--- src/rtl/seven_seg_to_val.sv ---
// seven_seg_to_val: decodes a multiplexed seven-segment bus (segs = abcdefg,
// one-hot digit_sel) back into an 8-bit binary value. Each digit is accepted
// after STABLE_CYCLES identical samples; a complete frame is accumulated as
// decimal and emitted with a one-cycle valid pulse.
// Optional build macro: SEG_INVERT_EN -- treat segs as active-low
// (common-anode bus) by inverting it ahead of the filter and decoder.
module seven_seg_to_val #(
  parameter int NUM_DIGITS    = 3,
  parameter int STABLE_CYCLES = 4
) (
  input  logic                  clk,
  input  logic                  rst,
  input  logic [6:0]            segs,
  input  logic [NUM_DIGITS-1:0] digit_sel,
  output logic [7:0]            value,
  output logic                  valid,
  output logic                  err,
  output logic                  ovf
);

  localparam int CNT_W = (STABLE_CYCLES > 2) ? $clog2(STABLE_CYCLES) : 1;
  localparam logic [CNT_W-1:0] CNT_MAX = CNT_W'(STABLE_CYCLES - 1);
  localparam logic [CNT_W-1:0] CNT_ARM = CNT_W'(STABLE_CYCLES - 2);
  localparam int IDX_W = (NUM_DIGITS > 1) ? $clog2(NUM_DIGITS) : 1;
  localparam logic [IDX_W-1:0] IDX_TOP = IDX_W'(NUM_DIGITS - 1);

  typedef enum logic [1:0] {
    COLLECT,
    ACCUM,
    DONE
  } state_t;

  state_t state, state_next;

  logic [6:0]                    seg_in;
  logic [NUM_DIGITS+6:0]         sample;
  logic [NUM_DIGITS+6:0]         prev;
  logic [CNT_W-1:0]              cnt;
  logic                          sel_ok;
  logic                          same;
  logic                          capture;
  logic [3:0]                    dec_digit;
  logic                          dec_bad;
  logic [NUM_DIGITS-1:0]         mask;
  logic [3:0]                    slot_digit [NUM_DIGITS];
  logic [NUM_DIGITS-1:0]         slot_bad;
  logic [9:0]                    acc;
  logic [IDX_W-1:0]              idx;
  logic                          cap_en;
  logic                          frame_done;
  logic                          acc_step;
  logic                          emit;

`ifdef SEG_INVERT_EN
  assign seg_in = ~segs;
`else
  assign seg_in = segs;
`endif

  assign sample  = {digit_sel, seg_in};
  assign same    = (sample == prev);
  assign sel_ok  = $onehot(digit_sel);
  assign capture = sel_ok && same && (cnt == CNT_ARM);

  // Pattern decoder: blank reads as 0 so leading blanks are harmless
  always_comb begin
    dec_digit = '0;
    dec_bad   = 1'b0;
    case (seg_in)
      7'b1111110: dec_digit = 4'd0;
      7'b0000000: dec_digit = 4'd0;
      7'b0110000: dec_digit = 4'd1;
      7'b1101101: dec_digit = 4'd2;
      7'b1111001: dec_digit = 4'd3;
      7'b0110011: dec_digit = 4'd4;
      7'b1011011: dec_digit = 4'd5;
      7'b1011111: dec_digit = 4'd6;
      7'b1110000: dec_digit = 4'd7;
      7'b1111111: dec_digit = 4'd8;
      7'b1111011: dec_digit = 4'd9;
      default:    dec_bad   = 1'b1;
    endcase
  end

  // Stability filter: count identical samples, saturating so a held digit
  // produces exactly one capture
  always_ff @(posedge clk) begin
    if (rst) begin
      prev <= '0;
      cnt  <= '0;
    end else begin
      prev <= sample;
      if (!sel_ok || !same) begin
        cnt <= '0;
      end else if (cnt != CNT_MAX) begin
        cnt <= cnt + 1'b1;
      end
    end
  end

  // FSM state register
  always_ff @(posedge clk) begin
    if (rst) begin
      state <= COLLECT;
    end else begin
      state <= state_next;
    end
  end

  // FSM next-state logic
  always_comb begin
    state_next = state;
    case (state)
      COLLECT: if (frame_done) state_next = ACCUM;
      ACCUM:   if (idx == '0) state_next = DONE;
      DONE:    state_next = COLLECT;
      default: state_next = COLLECT;
    endcase
  end

  // FSM output decode
  always_comb begin
    cap_en     = (state == COLLECT) && capture;
    frame_done = cap_en && ((mask | digit_sel) == '1);
    acc_step   = (state == ACCUM);
    emit       = (state == DONE);
  end

  // Digit slots and capture mask
  always_ff @(posedge clk) begin
    if (rst) begin
      mask     <= '0;
      slot_bad <= '0;
      for (int unsigned i = 0; i < NUM_DIGITS; i++) begin
        slot_digit[i] <= '0;
      end
    end else begin
      if (frame_done) begin
        mask <= '0;
      end else if (cap_en) begin
        mask <= mask | digit_sel;
      end
      for (int unsigned i = 0; i < NUM_DIGITS; i++) begin
        if (cap_en && digit_sel[i]) begin
          slot_digit[i] <= dec_digit;
          slot_bad[i]   <= dec_bad;
        end
      end
    end
  end

  // Decimal accumulator, most significant slot first
  always_ff @(posedge clk) begin
    if (rst) begin
      acc <= '0;
      idx <= '0;
    end else if (frame_done) begin
      acc <= '0;
      idx <= IDX_TOP;
    end else if (acc_step) begin
      acc <= acc * 10'd10 + {6'b0, slot_digit[idx]};
      idx <= idx - 1'b1;
    end
  end

  // Result registers: updated only when a frame completes, held otherwise
  always_ff @(posedge clk) begin
    if (rst) begin
      value <= '0;
      valid <= 1'b0;
      err   <= 1'b0;
      ovf   <= 1'b0;
    end else begin
      valid <= emit;
      if (emit) begin
        if (|slot_bad) begin
          value <= '0;
          err   <= 1'b1;
          ovf   <= 1'b0;
        end else if (acc > 10'd255) begin
          value <= '1;
          err   <= 1'b0;
          ovf   <= 1'b1;
        end else begin
          value <= acc[7:0];
          err   <= 1'b0;
          ovf   <= 1'b0;
        end
      end
    end
  end

endmodule

--- config.mk ---
export PLATFORM = sky130hd
export DESIGN_NAME = seven_seg_to_val
export DESIGN_NICKNAME = d
export VERILOG_FILES = /design/src/rtl/seven_seg_to_val.sv
export SDC_FILE = /design/constraint.sdc
export NUM_CORES = 1
export LEC_CHECK = 0
export BUFFER_PORTS_ARGS = -buffer_cell sky130_fd_sc_hd__clkbuf_2
export CORE_ASPECT_RATIO = 0.5
export CORE_MARGIN = 5
export CORE_UTILIZATION = 54
export DETAILED_ROUTE_END_ITERATION = 6
export GPL_TIMING_DRIVEN = 0
export PLACE_DENSITY_LB_ADDON = 0.12
export SKIP_LAST_GASP = 1
export SLEW_MARGIN = 0
export SYNTH_ARGS = -nofsm -noshare
export SYNTH_HDL_FRONTEND = slang
export SYNTH_SLANG_ARGS = --single-unit
export TNS_END_PERCENT = 10
--- constraint.sdc ---
create_clock -name clk -period 2.39 [get_ports clk]
set_input_delay 0.3585 -clock clk [delete_from_list [all_inputs] [get_ports clk]]
set_output_delay 0.3585 -clock clk [all_outputs]
set_load 0.01 [all_outputs]
==> results of run 1 <==
stage by stage:
step           cells  area, µm²  hold slack (ns)  setup WS, ns  setup TNS (ns)
3_5_place_dp     390       3090            0.446        -0.257           -4.57
3_3_place_gp     390       3090            0.441        -0.202           -3.22
2_1_floorplan    305       2920            0.437       -0.0275          -0.165
5_1_grt          413       3440            0.326       -0.0451          -0.107
4_1_cts          411       3350            0.317       0.00721               0
6_report         413       3440            0.320        0.0739               0
power groups by stage:
stage	sequential [mW]	clock [mW]	combinational, mW
5_1_grt	0.967	0.691	0.138
6_report	0.965	0.634	0.124
2_1_floorplan	0.989	0	0.0961
3_3_place_gp	0.990	0	0.120
3_5_place_dp	0.991	0	0.124
4_1_cts	0.967	0.647	0.124
registers in the layout, indices dropped and copies added (netlist names):
register / count
cnt: 2
ovf: 1
prev: 10
value: 8
slot_digit: 12
idx: 2
mask: 3
valid: 1
err: 1
acc: 10
state: 2
slot_bad: 3
worst register-to-register path: stages (launching register included):
cell	delay (ns)
dfxtp_4	0.38
ha_4	0.26
ha_2	0.17
inv_2	0.04
fa_2	0.36
nand2b_4	0.16
a21oi_4	0.13
xnor2_2	0.11
nor3b_2	0.20
xnor3_1	0.25
a211oi_2	0.18
worst paths after layout:
path,slack [ns],cells past startpoint,endpoint,from
hold reg to reg,0.46,2,value[1],value[1]
setup reg to reg,0.07,10,acc[9],acc[3]
setup / recovery,0.07,10,acc[9],acc[3]
hold / removal,0.32,3,prev[4],segs[4]
kinds of logic after synthesis:
group                      after synthesis
and+or+nand+nor                        108
AOI/OAI and AO/OA                       62
DFF                                     55
buffers and inverters                   33
xor gates and xnor gates                23
adders and majority gates               20
muxes                                    4
cell usage after synthesis, drive strengths merged, types with 2 or more instances:
cell type  number  share of area (%)
nor2           28                3.6
inv            16                2.1
a21oi          27                4.9
nor3            5               0.86
fa              3                2.1
a32o            3                1.0
and3            2               0.43
nor2b           8                1.7
nor3b           4                1.2
nor4            4                1.9
buf             7                1.9
nand2          34                4.5
dfxtp          43                 30
a211oi          5                1.3
xnor2          14                5.4
edfxtp         12                 12
xor2            8                2.4
o21ai          16                2.8
nand2b          5                1.1
a21o            2               0.52
nand3           6                1.2
nand4           4               0.86
ha             17                7.3
clkbuf          9                1.2
mux2i           4                1.4
o211ai          3               0.78
nor4b           3                1.3
cell usage in the layout (no fill, tap or decap), types with 5 or more instances in the layout:
cell,instances
ha_1,14
buf_4,17
edfxtp_1,12
xor2_1,7
dfxtp_1,38
nor2_1,25
nor3_1,5
nor2b_1,7
clkbuf_8,6
nand3_1,5
nand2_1,33
o21ai_0,12
a21oi_1,23
inv_1,14
clkbuf_2,17
clkbuf_1,6
xnor2_1,10
final cells by class:
class,count,area (µm²)
buffer,15,86.3
clock buffer,6,82.6
clock inverter,2,35.0
fill,406,1630
inverter,17,63.8
multi-input combinational,217,1660
sequential,55,1230
tap,70,87.6
timing repair buffer,31,195
metal layers:
layer,part of all wire [%],up-vias
met5,0,-
met4,1.4,0
met3,4.5,11
met2,48,39
met1,46,1039
li1,-,1124
timing repair:
| item | CTS | global route |
|---|---|---|
| pin swaps | 5 | 15 |
| setup buffers | 14 | 3 |
| resized for setup | 14 | 19 |
| endpoints found under the setup margin | 1 | 20 |
==> results.py, run 1 <==
metrics = {
    "detailed_routing": {
        "drc": 0,
        "route.antenna.remaining_nets": 0,
        "num_vias": 2213,
        "viasPerCell": 5.36,
        "routed_wl_um": 5760,
        "drt_first_pass_iters": 4,
        "drt_iter0_drc": 120,
        "wl_per_cell_um": 14.0,
    },
    "synth": {
        "ys_ff_latch": 55,
        "synth-xor-area-share_pct": 8.59,
        "synth_cell_types": 52,
        "synth_nets": 337,
        "synthCells": 305,
        "netlist_area_um2": 2900,
        "synth_area_per_cell_um2": 9.50,
        "synth_edf_count": 12,
        "yosysWarningCount": 0,
        "synthSimpleGateAreaFrac_pct": 20.3,
        "ys.flop_type": "dfxtp_1",
        "synth-compound-area-share_pct": 13.0,
        "yosysSeqAreaShare_pct": 42.1,
        "synthAdderAreaFrac_pct": 9.41,
        "synthArstFlopShare_pct": 0,
        "synth.area.mux_share_pct": 1.38,
        "synth_top_family_by_area": "simple AND/OR/NAND/NOR gates",
    },
    "layout": {
        "syn_to_final_growth_pct": 18.7,
        "final_util_pct": 67.9,
        "layout.nets": 374,
        "diodes": 0,
        "final_layout_size_suffix_gt1_share_pct": 25.9,
    },
    "critical_path": {
        "path_delay_family": "adder cells",
        "endpoint_kind": "flip-flop",
        "slowest_stage": "dfxtp_4",
        "critPathBufInv": 1,
        "worstSetupStartpointType": "flip-flop",
        "path_class": "reg -> reg",
        "path_cells": "ha_4 -> ha_2 -> inv_2 -> fa_2 -> nand2b_4 -> a21oi_4 -> xnor2_2 -> nor3b_2 -> xnor3_1 -> a211oi_2",
        "worstPathArrival_ns": 2.55,
        "slowest_delay_ns": 0.38,
        "cp_max_fo": 4,
        "cp.required_ns": 2.63,
    },
    "timing": {
        "hold_viol": 0,
        "final_max_slew_viol_count": 0,
        "rsz0062_at_grt": "true",
        "fmaxAchievable_ghz": 0.432,
        "tightest_slew_ns": 0.760,
        "period_share_pct": 96.9,
        "setup_viol": 0,
        "clock_skew_ns": 0.00850,
        "maxSlewHeadroom_pct": 48.9,
        "min_period_ns": 2.32,
    },
    "global_route": {
        "grt_pass1_vias": 2204,
        "grt_pass1_wl_um": 9980,
        "grtUsageTotal_pct": 18.2,
        "use_met1_pct": 21.6,
        "overflow": 0,
        "use_met2_pct": 32.9,
        "antenna_found_initial": 0,
        "top_usage_layer": "met2",
        "grt_max_degree": 17,
        "grt_use_met3_pct": 4.74,
    },
    "floorplan": {
        "die_x_um": 114,
        "die_height_um": 61.8,
        "io_pins": 23,
        "num_rows": 18,
        "initial_core_util_pct": 57.2,
        "core_um2": 5070,
        "die_area_um2": 7020,
    },
    "power_and_ir_drop": {
        "powerDensity_nw_per_um2": 501,
        "fin_total_pwr_mw": 1.72,
        "clkPwrFrac_pct": 36.8,
        "p_sw_mw": 0.376,
        "ir_drop_mv": 0.300,
        "combPwrFrac_pct": 7.2,
        "power.share.sequential_pct": 56.0,
        "p_leak_nw": 1.38,
        "p_sw_share_pct": 21.8,
        "power.internal_mw": 1.35,
    },
    "placement": {
        "place_hpwl_um": 4250,
        "io_buffers": 15,
        "routabilityCongestion": 0.782,
    },
    "clocking": {
        "ctsHoldBuffers": 0,
        "htreeDepth": 2,
        "root_buffer": "clkbuf_8",
        "numCtsBuffers": 5,
        "clk_latency_ns": 0.31,
        "clock-sinks": 55,
        "clk_pin_slew_ns": 0.10,
        "cts_tree": "done",
        "cts_buffer_depth": 2,
    },
    "flow_run": {
        "maxCapViolCount": 0,
    },
    "run_status": {
        "status": "finished clean",
    },
    "min_path": {
        "worstHoldPathType": "in -> reg",
    },
}
Note: power is estimated with default switching activity, not from simulation.
==> run 2, diff against run 1 <==
--- a/config.mk
+++ b/config.mk
@@ -10,6 +10,7 @@
 export CORE_MARGIN = 5
 export CORE_UTILIZATION = 54
 export DETAILED_ROUTE_END_ITERATION = 6
+export GPL_ROUTABILITY_DRIVEN = 0
 export GPL_TIMING_DRIVEN = 0
 export PLACE_DENSITY_LB_ADDON = 0.12
 export SKIP_LAST_GASP = 1
==> constraint.sdc (replaced) <==
create_clock -name clk -period 2 [get_ports clk]
set_input_delay 0.3 -clock clk [delete_from_list [all_inputs] [get_ports clk]]
set_output_delay 0.3 -clock clk [all_outputs]
set_load 0.01 [all_outputs]
==> results.py, run 2 (synthesis results as in run 1) <==
metrics = {
    "layout": {
        "layout_common_cells": "36 x dfxtp_1, 32 x nand2_1, 26 x nor2_1",
        "syn_to_final_growth_pct": 21.9,
        "final_common_cell": "dfxtp_1",
        "largest_register_ffs": 12,
        "regMostFlops": "slot_digit",
        "diodes": 0,
        "layout.nets": 375,
        "reg.largest.list": "slot_digit x12, acc x10, prev x10",
        "final_layout_size_suffix_gt1_share_pct": 27.9,
        "final_cell_area_um2": 3530,
    },
    "global_route": {
        "grt_pass1_wl_um": 10300,
        "grtUsageTotal_pct": 18.8,
        "overflow": 0,
        "antenna_found_initial": 0,
        "grt_pass1_vias": 2242,
        "grt_max_degree": 17,
    },
    "detailed_routing": {
        "drt_first_pass_iters": 4,
        "wl_per_cell_um": 14.8,
        "drt_iter0_drc": 71,
        "routed_wl_um": 6120,
        "num_vias": 2272,
        "viasPerCell": 5.49,
        "drc": 0,
        "route.antenna.remaining_nets": 0,
    },
    "floorplan": {
        "initial_core_util_pct": 57.2,
        "die_area_um2": 7020,
        "io_pins": 23,
        "core_um2": 5070,
        "die_x_um": 114,
        "die_height_um": 61.8,
        "num_rows": 18,
    },
    "power_and_ir_drop": {
        "p_leak_nw": 1.40,
        "ir_drop_mv": 0.346,
        "powerDensity_nw_per_um2": 604,
    },
    "run_status": {
        "violations": "negative setup slack",
        "status": "finished, violations left",
    },
    "clocking": {
        "cts_buffer_depth": 2,
        "htreeDepth": 2,
        "root_buffer": "clkbuf_8",
        "clk_latency_ns": 0.31,
        "cts_tree": "done",
        "numCtsBuffers": 5,
        "clock-sinks": 55,
        "clk_pin_slew_ns": 0.09,
    },
    "critical_path": {
        "slowest_delay_ns": 0.39,
        "cp_max_fo": 4,
        "path_delay_family": "adder cells",
        "path_class": "reg -> reg",
        "endpoint_kind": "flip-flop",
        "worstSetupStartpointType": "flip-flop",
        "cp.required_ns": 2.23,
        "slowest_stage": "ha_1",
        "path_cells": "ha_1 -> ha_1 -> nor2_1 -> nor2_2 -> xor2_2 -> nor3b_2 -> xnor3_1 -> a211oi_2",
        "critPathBufInv": 0,
        "cpMostUsedCell": "ha_1",
        "worstPathArrival_ns": 2.58,
    },
    "timing": {
        "clock_skew_ns": 0.00386,
        "period_share_pct": 118,
        "hold_viol": 0,
        "rsz0062_at_grt": "true",
        "final_max_slew_viol_count": 0,
        "tns_ns": -1.37,
        "tightest_slew_ns": 0.805,
        "setup_viol": 7,
        "min_period_ns": 2.35,
        "maxSlewHeadroom_pct": 45.9,
        "fmaxAchievable_ghz": 0.425,
        "setup_ws_ns": -0.351,
    },
    "flow_run": {
        "maxCapViolCount": 0,
    },
    "placement": {
        "dpl_cell_area_um2": 3140,
        "io_buffers": 15,
        "place_hpwl_um": 4420,
    },
    "min_path": {
        "worstHoldPathType": "in -> reg",
    },
}
==> run 2: changes by cell type in the layout (fill, tap and decap cells not counted), sizes merged <==
cell | before | now
clkbuf | 29 | 30
clkinv | 2 | 1
buf | 23 | 24
==> run 2: layout make-up <==
cell class / instances / area [µm²]
multi-input cells: 217 / 1670
fillers: 393 / 1540
flip-flops and latches: 55 / 1240
repair buffers: 32 / 206
plain buffers: 15 / 125
clock buffers: 7 / 101
well taps: 70 / 87.6
inverters: 17 / 68.8
clock inverters: 1 / 30.0
==> run 2: what timing repair did <==
| item | 4_1_cts | 5_1_grt |
|---|---|---|
| pin swaps | 15 | 6 |
| setup endpoints to repair | 37 | 41 |
| hold buffers | 0 | 0 |
| gates resized for setup | 29 | 7 |
| cloned | 0 | 0 |
| setup buffers | 17 | 2 |
==> run 2: tightest hold or removal path: stages <==
cell and delay, ns:
buf_8 0.11, inv_4 0.05, nor2_1 0.03
==> run 2: power breakdown <==
group          switching (mW)  internal [mW]
clock network           0.354          0.464
logic                  0.0925         0.0707
registers             0.00799           1.14
==> run 2: worst paths after layout <==
path,from,end,slack [ns],cells after the start
hold reg to reg,value[2],value[2],0.46,2
hold / removal,digit_sel[0],prev[7],0.23,3
setup / recovery,acc[3],acc[9],-0.35,8
setup reg to reg,acc[3],acc[9],-0.35,8
==> run 2: metal layers <==
| layer | up-vias | global-route usage, % | share of wire [%] |
|---|---|---|---|
| met5 | - | 0 | 0 |
| met4 | 0 | 5.31 | 1.7 |
| met3 | 13 | 4.55 | 4.3 |
| met2 | 36 | 36.8 | 50 |
| met1 | 1092 | 21.3 | 44 |
| li1 | 1131 | - | - |
==> run 2: per-stage QoR <==
stage	hold WS, ns	setup WS [ns]	power (mW)	utilization (%)	cells
floorplan	0.428	-0.247	1.31	-	305
global placement	0.442	-0.428	1.34	62.0	390
detailed placement	0.448	-0.480	1.34	62.0	390
CTS	0.227	-0.374	2.15	69.1	414
global route	0.235	-0.425	2.21	69.7	414
finish	0.230	-0.351	2.13	69.7	414
==> run 3, diff against run 2 <==
--- a/config.mk
+++ b/config.mk
@@ -6,12 +6,10 @@
 export NUM_CORES = 1
 export LEC_CHECK = 0
 export BUFFER_PORTS_ARGS = -buffer_cell sky130_fd_sc_hd__clkbuf_2
-export CORE_ASPECT_RATIO = 0.5
 export CORE_MARGIN = 5
 export CORE_UTILIZATION = 54
 export DETAILED_ROUTE_END_ITERATION = 6
 export GPL_ROUTABILITY_DRIVEN = 0
-export GPL_TIMING_DRIVEN = 0
 export PLACE_DENSITY_LB_ADDON = 0.12
 export SKIP_LAST_GASP = 1
 export SLEW_MARGIN = 0
==> constraint.sdc (replaced) <==
create_clock -name clk -period 2 [get_ports clk]
set_input_delay 0.1 -clock clk [delete_from_list [all_inputs] [get_ports clk]]
set_output_delay 0.1 -clock clk [all_outputs]
set_load 0.01 [all_outputs]
==> results.py, run 3 (synthesis results as in run 1) <==
metrics = {
    "clocking": {
        "htreeDepth": 2,
        "clk_latency_ns": 0.32,
        "cts_buffer_depth": 2,
        "cts_tree": "done",
        "root_buffer": "clkbuf_8",
        "clock-sinks": 55,
        "numCtsBuffers": 5,
        "clk_pin_slew_ns": 0.10,
    },
    "detailed_routing": {
        "routed_wl_um": 6040,
        "drt_first_pass_iters": 4,
        "viasPerCell": 5.26,
        "drt_iter0_drc": 61,
        "drc": 0,
        "wl_per_cell_um": 14.0,
        "num_vias": 2276,
        "route.antenna.remaining_nets": 0,
    },
    "run_status": {
        "status": "finished, violations left",
        "violations": "negative setup slack",
    },
    "timing": {
        "rsz0062_at_grt": "true",
        "tightest_slew_ns": 0.413,
        "period_share_pct": 112,
        "tns_ns": -0.646,
        "final_max_slew_viol_count": 0,
        "hold_slack_ns": 0.0356,
        "maxSlewHeadroom_pct": 72.3,
        "fmaxAchievable_ghz": 0.446,
        "clock_skew_ns": 0.00992,
        "setup_viol": 6,
        "setup_ws_ns": -0.241,
        "min_period_ns": 2.24,
        "hold_viol": 0,
    },
    "power_and_ir_drop": {
        "powerDensity_nw_per_um2": 541,
        "ir_drop_mv": 0.293,
        "fin_total_pwr_mw": 1.96,
        "p_leak_nw": 1.49,
    },
    "critical_path": {
        "cp_max_fo": 2,
        "critPathBufInv": 1,
        "slowest_delay_ns": 0.41,
        "path_delay_family": "adder cells",
        "worstSetupStartpointType": "flip-flop",
        "cp.required_ns": 2.24,
        "worstPathArrival_ns": 2.48,
        "slowest_stage": "fa_2",
        "path_cells": "mux2i_1 -> o21ai_1 -> ha_2 -> inv_2 -> fa_2 -> nor2b_4 -> o21ai_2 -> nand2b_4 -> nor3b_2 -> xnor3_1 -> a211oi_1",
        "path_class": "reg -> reg",
        "endpoint_kind": "flip-flop",
    },
    "layout": {
        "seqCellArea_um2": 1230,
        "syn_to_final_growth_pct": 25.1,
        "multiInputGateArea_um2": 1680,
        "reg.largest.list": "slot_digit x12, acc x10, prev x10",
        "fin_cells": 433,
        "largest_register_ffs": 12,
        "layout_common_cells": "42 x buf_4, 37 x dfxtp_1, 32 x nand2_1",
        "diodes": 0,
        "final_common_cell": "buf_4",
        "final_layout_size_suffix_gt1_share_pct": 33.1,
        "regMostFlops": "slot_digit",
        "fillers": 403,
        "layout.nets": 394,
    },
    "placement": {
        "io_buffers": 22,
        "place_hpwl_um": 4480,
        "place_inst": 418,
    },
    "global_route": {
        "antenna_found_initial": 0,
        "overflow": 0,
        "grt_pass1_wl_um": 10200,
        "grtUsageTotal_pct": 17.7,
        "grt_pass1_vias": 2245,
        "grt_max_degree": 19,
    },
    "floorplan": {
        "io_pins": 23,
        "num_rows": 26,
        "die_area_um2": 6930,
        "die_height_um": 83.3,
        "initial_core_util_pct": 56.0,
        "die_x_um": 83.3,
        "core_um2": 5170,
    },
    "flow_run": {
        "maxCapViolCount": 0,
    },
    "min_path": {
        "worstHoldPathType": "in -> reg",
    },
}
## run 3: cell type report
class,instances,share of cell area (%)
tap,70,2.42
timing repair buffer,66,13.0
clock buffer,5,1.90
clock inverter,3,0.621
inverter,17,1.76
sequential,55,33.9
multi-input combinational,217,46.4
## run 3: worst register-to-register path: stages, from the launching register on
cell	delay, ns
dfxtp_2	0.33
mux2i_1	0.11
o21ai_1	0.12
ha_2	0.20
inv_2	0.04
fa_2	0.41
nor2b_4	0.14
o21ai_2	0.07
nand2b_4	0.14
nor3b_2	0.18
xnor3_1	0.22
a211oi_1	0.19
## run 3: metrics by stage
step / setup WS (ns) / utilization [%] / instance area [µm²]
floorplan: -0.247 / - / 2950
global placement: -0.273 / 64.2 / 3320
detailed placement: -0.321 / 64.2 / 3320
CTS: -0.276 / 68.0 / 3520
global route: -0.374 / 70.1 / 3620
finish: -0.241 / 70.1 / 3620
## run 3: timing repair
action / 4_1_cts / 5_1_grt
resized for setup: 16 / 15
setup buffers: 3 / 3
setup endpoints to repair: 22 / 43
hold buffers: 0 / 0
pin swaps: 8 / 16
hold endpoints to repair: 0 / 0
cloned: 0 / 1
## run 3: layer usage
metal,vias up,track usage (%),share of wire [%]
met5,-,0,0
met4,0,8.17,3.2
met1,1060,21.4,45
li1,1164,-,-
met3,15,3.07,3.0
met2,37,30.5,49
## run 3: path summary, 6_finish.rpt
kind / startpoint / cells after the start / slack, ns / to
setup / recovery: idx[0] / 11 / -0.24 / acc[9]
hold / removal: digit_sel[2] / 3 / 0.04 / prev[9]
setup reg to reg: idx[0] / 11 / -0.24 / acc[9]
hold reg to reg: value[5] / 2 / 0.46 / value[5]
## run 3: report_power, final
part	switching [mW]	total, mW	internal, mW
registers	0.00799	1.16	1.15
logic	0.0933	0.165	0.0714
clock network	0.385	0.638	0.252
total	0.487	1.96	1.47
